<file path="src/rtl/ps2_host_tx.sv">
// PS/2 host-to-device transmitter: request-to-send, 8 data bits, odd parity,
// stop, then device acknowledge check, all paced by device clock falls.
// Ports: clk, rst_n (async, active-low); kclk_in/kdata_in async pad inputs;
//   kclk_oe/kdata_oe open-drain pull-low enables; start/data command request;
//   busy transaction flag; done one-cycle completion pulse; err NACK/timeout.
module ps2_host_tx #(
    parameter int INHIBIT_CYCLES = 10000,
    parameter int TIMEOUT_CYCLES = 1500000
) (
    input  logic       clk,
    input  logic       rst_n,
    input  logic       kclk_in,
    input  logic       kdata_in,
    output logic       kclk_oe,
    output logic       kdata_oe,
    input  logic       start,
    input  logic [7:0] data,
    output logic       busy,
    output logic       done,
    output logic       err
);

    localparam int MAXC = (INHIBIT_CYCLES > TIMEOUT_CYCLES) ?
                          INHIBIT_CYCLES : TIMEOUT_CYCLES;
    localparam int TW = $clog2(MAXC + 1);
    localparam logic [TW-1:0] INH_LAST = TW'(INHIBIT_CYCLES - 1);
    localparam logic [TW-1:0] TO_LAST  = TW'(TIMEOUT_CYCLES - 1);

    typedef enum logic [2:0] {
        S_IDLE,
        S_INHIBIT,
        S_START,
        S_REQ,
        S_SHIFT,
        S_ACK,
        S_WAIT
    } state_t;

    state_t          state_q, state_d;
    logic [1:0]      kclk_sync_q;
    logic [1:0]      kdata_sync_q;
    logic            kclk_prev_q;
    logic [TW-1:0]   tmr_q, tmr_d;
    logic [3:0]      bitcnt_q, bitcnt_d;
    logic [9:0]      sr_q, sr_d;
    logic            nack_q, nack_d;
    logic            done_q, done_d;
    logic            err_q, err_d;

    logic kclk_s;
    logic kdata_s;
    logic fall;
    logic accept;
    logic wd_act;
    logic timeout;

    // Synchronizers reset to 1 (idle bus level) so reset never fakes a fall.
    always_ff @(posedge clk or negedge rst_n) begin
        if (!rst_n) begin
            kclk_sync_q  <= 2'b11;
            kdata_sync_q <= 2'b11;
            kclk_prev_q  <= 1'b1;
        end else begin
            kclk_sync_q  <= {kclk_sync_q[0], kclk_in};
            kdata_sync_q <= {kdata_sync_q[0], kdata_in};
            kclk_prev_q  <= kclk_sync_q[1];
        end
    end

    assign kclk_s  = kclk_sync_q[1];
    assign kdata_s = kdata_sync_q[1];
    assign fall    = kclk_prev_q & ~kclk_s;

    // A start coinciding with the done pulse is dropped.
    assign accept  = start & (state_q == S_IDLE) & ~done_q;

    assign wd_act  = (state_q == S_REQ) | (state_q == S_SHIFT) |
                     (state_q == S_ACK) | (state_q == S_WAIT);
    assign timeout = wd_act & ~fall & (tmr_q == TO_LAST);

    // State register and datapath registers
    always_ff @(posedge clk or negedge rst_n) begin
        if (!rst_n) begin
            state_q  <= S_IDLE;
            tmr_q    <= '0;
            bitcnt_q <= '0;
            sr_q     <= '0;
            nack_q   <= 1'b0;
            done_q   <= 1'b0;
            err_q    <= 1'b0;
        end else begin
            state_q  <= state_d;
            tmr_q    <= tmr_d;
            bitcnt_q <= bitcnt_d;
            sr_q     <= sr_d;
            nack_q   <= nack_d;
            done_q   <= done_d;
            err_q    <= err_d;
        end
    end

    // Next-state logic
    always_comb begin
        state_d  = state_q;
        tmr_d    = tmr_q;
        bitcnt_d = bitcnt_q;
        sr_d     = sr_q;
        nack_d   = nack_q;
        done_d   = 1'b0;
        err_d    = 1'b0;

        // Watchdog reloads on every device clock fall.
        if (wd_act) begin
            tmr_d = fall ? '0 : tmr_q + 1'b1;
        end

        if (timeout) begin
            state_d = S_IDLE;
            done_d  = 1'b1;
            err_d   = 1'b1;
        end else begin
            unique case (state_q)
                S_IDLE: begin
                    if (accept) begin
                        sr_d     = {1'b1, ~^data, data};
                        tmr_d    = '0;
                        bitcnt_d = '0;
                        nack_d   = 1'b0;
                        state_d  = S_INHIBIT;
                    end
                end
                S_INHIBIT: begin
                    if (tmr_q == INH_LAST) begin
                        tmr_d   = '0;
                        state_d = S_START;
                    end else begin
                        tmr_d = tmr_q + 1'b1;
                    end
                end
                S_START: begin
                    tmr_d   = '0;
                    state_d = S_REQ;
                end
                S_REQ: begin
                    if (fall) state_d = S_SHIFT;
                end
                S_SHIFT: begin
                    // Ninth shift puts the stop bit (released line) in sr_q[0].
                    if (fall) begin
                        sr_d     = {1'b1, sr_q[9:1]};
                        bitcnt_d = bitcnt_q + 4'd1;
                        if (bitcnt_q == 4'd8) state_d = S_ACK;
                    end
                end
                S_ACK: begin
                    if (fall) begin
                        nack_d  = kdata_s;
                        state_d = S_WAIT;
                    end
                end
                S_WAIT: begin
                    if (kclk_s && kdata_s) begin
                        done_d  = 1'b1;
                        err_d   = nack_q;
                        state_d = S_IDLE;
                    end
                end
                default: state_d = S_IDLE;
            endcase
        end
    end

    // Outputs decoded from the state register only, so reset releases the
    // lines immediately.
    always_comb begin
        kclk_oe  = 1'b0;
        kdata_oe = 1'b0;
        busy     = 1'b1;
        unique case (state_q)
            S_IDLE:    busy = 1'b0;
            S_INHIBIT: kclk_oe = 1'b1;
            S_START: begin
                kclk_oe  = 1'b1;
                kdata_oe = 1'b1;
            end
            S_REQ:     kdata_oe = 1'b1;
            S_SHIFT:   kdata_oe = ~sr_q[0];
            S_ACK:     kdata_oe = 1'b0;
            S_WAIT:    kdata_oe = 1'b0;
            default:   busy = 1'b0;
        endcase
    end

    assign done = done_q;
    assign err  = err_q;

endmodule
</file>
<file path="config.mk">
export PLATFORM = sky130hd
export DESIGN_NAME = ps2_host_tx
export DESIGN_NICKNAME = d
export VERILOG_FILES = /design/src/rtl/ps2_host_tx.sv
export SDC_FILE = /design/constraint.sdc
export NUM_CORES = 1
export LEC_CHECK = 0
export CAP_MARGIN = 20
export CORE_ASPECT_RATIO = 0.8
export CORE_MARGIN = 3
export CORE_UTILIZATION = 45
export CTS_CLUSTER_SIZE = 40
export DETAILED_ROUTE_END_ITERATION = 8
export GPL_TIMING_DRIVEN = 1
export PLACE_DENSITY = 0.68
export SETUP_SLACK_MARGIN = 0.02
export SLEW_MARGIN = 30
export SYNTH_ARGS = -nofsm -noshare
export SYNTH_HDL_FRONTEND = slang
export SYNTH_SLANG_ARGS = --single-unit
</file>
<file path="constraint.sdc">
create_clock -name clk -period 2.6 [get_ports clk]
set_input_delay 0.78 -clock clk [delete_from_list [all_inputs] [get_ports clk]]
set_output_delay 0.78 -clock clk [all_outputs]
set_load 0.02 [all_outputs]
</file>
==> flow_summary.yaml <==
worst_hold_path:
  hp-class: "reg2reg"
floorplan:
  die_width_um: 89.8
  dieHeight_um: 73.0
  num_io_pins: 18
  core_area_um2: 5210
  initial_core_util: 0.485
  rows: 23
  die_area_um2: 6560
pwr:
  clockPowerShare: 0.214
  p_int_w: 0.00190
  powerDensity_nw_per_um2: 1040
  ir_worst_vdd_mv: 0.476
  p_comb_frac: 0.437
  switching_power_w: 0.00117
  leakagePower_nw: 1.27
  swShare: 0.380
  seqPwrFrac: 0.349
critical_path:
  critPathKind: "reg2out"
  cp_max_fo: 7
  cp.required_ps: 1820
  end_kind: "primary output"
  arrival_ps: 1740
  critPathLaunchType: "flip-flop"
place:
  hpwl_mm: 3.83
  port_buffers: 17
  place_ws_ps: 85.4
  place.gp.congestion: 0.807
  placedCellCount: 361
timing:
  whs_ps: 359
  final_hold_viol_count: 0
  maxSlewHeadroom: 0.617
  period_share: 0.968
  timing.final.ws_setup_ps: 82.7
  setup_viol: 0
  drv_slew: 0
  rsz0062_at_grt: "no"
  setup_tns_ps: 0
  fmax_mhz: 397
  tightest_slew_ps: 575
  skew_ps: 9.60
  min_period_ps: 2520
layout:
  final_cells: 369
  diodes: 0
  final_core_util: 0.568
  syn2layout_area_growth_pct: 17.1
  drive_above_1_share: 0.116
  num-nets-final: 309
  num-fill-cells: 467
clock_network:
  clkTransAtPathRegs_ps: 90
  htree_levels: 2
  postCtsHoldBufs: 0
  root_buffer: "clkbuf_8"
  cts_setup_buffers: 0
  cts_tree: "yes"
  cts_sinks: 46
  clock_latency_ps: 300
  clockBufferDepth: 2
  cts_buffers: 5
logic_synthesis:
  yosysTopAreaCellShare: 0.406
  synth_cells: 269
  yosysSeqAreaShare: 0.458
  synth_fp_nets: 285
  synth_area_um2: 2530
  synth_cell_type_count: 47
  synthFlopType: "dfrtp_1"
  ys_async_sr_fraction: 1.00
  synth_top_cell_by_area: "dfrtp_1"
  ys_top_cells_by_area: "dfrtp_1, dfstp_2, nor2_1, a21oi_1, mux2i_1"
  synth_seq_cells: 46
  yosysWarnings: 0
  syn_avg_cell_area_um2: 9.40
  synth-edff-count: 0
route:
  vias: 2049
  drcViolationCount: 0
  wl_per_cell_um: 14.5
  routed_wl_mm: 5.37
  drt_iter0_drc: 155
  ant_nets: 0
  viasPerCell: 5.55
  firstDrtPassIters: 4
global_route:
  grt_pass1_wl_mm: 9.00
  gr-total-overflow: 0
  grt_max_degree: 47
  antenna_found_initial: 0
  grt_pass1_vias: 1889
  track_usage: 0.170
run:
  cap_violations: 0
status:
  status: "completed"
-- cells in the mapped netlist, types with 2 or more instances --
master,n
o31ai_1,2
nand3_1,13
buf_6,2
a221o_1,2
nor3b_1,2
o21ai_0,14
mux2i_1,9
nor2_1,29
xnor2_1,8
dfstp_2,5
xor2_1,3
nand3b_1,3
a21o_1,8
and3_1,6
nand4_1,9
nor3_1,4
nand2_1,18
a31oi_1,7
a21boi_0,2
dfrtp_1,41
mux2_2,2
and2_1,3
nor4_1,5
nor2b_1,4
a21oi_1,21
inv_1,5
ha_1,3
nand2b_1,5
a22o_1,8
buf_2,9
-- power groups by stage --
stage	clock [W]	combinational [W]	sequential, W
finish	0.000656	0.00134	0.00107
global route	0.000703	0.00149	0.00110
CTS	0.000667	0.00135	0.00107
detailed placement	0	0.00134	0.00108
global placement	0	0.00131	0.00107
floorplan	0	0.00106	0.00101
-- routing by layer --
| layer | vias to the layer above | share of wire | GRT usage |
|---|---|---|---|
| met5 | - | 0 | 0 |
| met4 | 0 | 0.0086 | 0.0510 |
| met3 | 5 | 0.042 | 0.0340 |
| met2 | 41 | 0.44 | 0.261 |
| met1 | 975 | 0.51 | 0.244 |
| li1 | 1028 | - | - |
-- critical path: stages (launching register included) --
cell	delay [ps]
dfrtp_1	460
and3_1	250
nor2_1	120
clkdlybuf4s50_1	610
-- cell families after synthesis --
logic type,count (synthesis),synth area share
flip-flops,46,0.458
buffers and inverters,18,0.0371
XOR/XNOR,11,0.0381
AND/OR/NAND/NOR,108,0.221
AO/OA/AOI/OAI,72,0.187
multiplexers,11,0.0445
adder cells (fa/ha/maj),3,0.0148
-- flip-flops by register name (all words and copies together) (netlist names) --
name,cells
tmr_q,21
sr_q,10
bitcnt_q,4
state_q,3
kclk_sync_q,2
kdata_sync_q,2
done,1
err,1
kclk_prev_q,1
nack_q,1
-- what timing repair did --
item	in CTS	in global routing
resized for setup	0	3
setup endpoints to repair	0	3
hold endpoints to repair	0	0
-- placed cells by master (no fill, tap or decap), types with 2 or more instances in the layout --
| master | synthesis | routed |
|---|---|---|
| a21boi_0 | 2 | 2 |
| a21o_1 | 8 | 8 |
| a21oi_1 | 21 | 21 |
| a221o_1 | 2 | 2 |
| a22o_1 | 8 | 8 |
| a31oi_1 | 7 | 7 |
| and2_1 | 3 | 3 |
| and3_1 | 6 | 6 |
| buf_4 | 0 | 12 |
| bufinv_16 | 0 | 2 |
| clkbuf_8 | 0 | 6 |
| clkdlybuf4s50_1 | 0 | 14 |
| dfrtp_1 | 41 | 40 |
| dfstp_2 | 5 | 5 |
| dlymetal6s2s_1 | 0 | 2 |
| ha_1 | 3 | 3 |
| inv_1 | 5 | 5 |
| mux2_2 | 2 | 2 |
| mux2i_1 | 9 | 9 |
| nand2_1 | 18 | 18 |
| nand2b_1 | 5 | 5 |
| nand3_1 | 13 | 13 |
| nand3b_1 | 3 | 3 |
| nand4_1 | 9 | 9 |
| nor2_1 | 29 | 29 |
| nor2b_1 | 4 | 4 |
| nor3_1 | 4 | 4 |
| nor4_1 | 5 | 5 |
| o21ai_0 | 14 | 14 |
| o31ai_1 | 2 | 2 |
| xnor2_1 | 8 | 8 |
| xor2_1 | 3 | 3 |
-- final cells by class --
class / instances / area [µm²] / share of cell area
Inverter: 6 / 22.5 / 0.00761
Sequential cell: 46 / 1160 / 0.391
Clock inverter: 2 / 60.1 / 0.0203
Clock buffer: 6 / 82.6 / 0.0279
Timing Repair Buffer: 29 / 260 / 0.0879
Multi-Input combinational cell: 205 / 1280 / 0.433
Tap cell: 75 / 93.8 / 0.0317
-- worst paths after layout --
| kind | from | endpoint | slack, ps | cells after the start |
|---|---|---|---|---|
| worst max-delay path | state_q[2] | busy | 80 | 3 |
| worst min-delay path | kclk_sync_q[0] | kclk_sync_q[1] | 360 | 0 |
| worst max register to register | tmr_q[0] | tmr_q[5] | 340 | 7 |
| worst min register to register | kclk_sync_q[0] | kclk_sync_q[1] | 360 | 0 |
| max in group asynchronous | rst_n | state_q[0] | 1620 | 2 |
| min in group asynchronous | rst_n | tmr_q[1] | 560 | 2 |
-- per-stage QoR --
step | cell area [µm²] | total power (W)
2_1_floorplan | 2530 | 0.00207
3_3_place_gp | 2810 | 0.00238
3_5_place_dp | 2810 | 0.00242
4_1_cts | 2950 | 0.00308
5_1_grt | 2960 | 0.00330
6_report | 2960 | 0.00307
No activity file was read; power rests on OpenSTA's default activity.
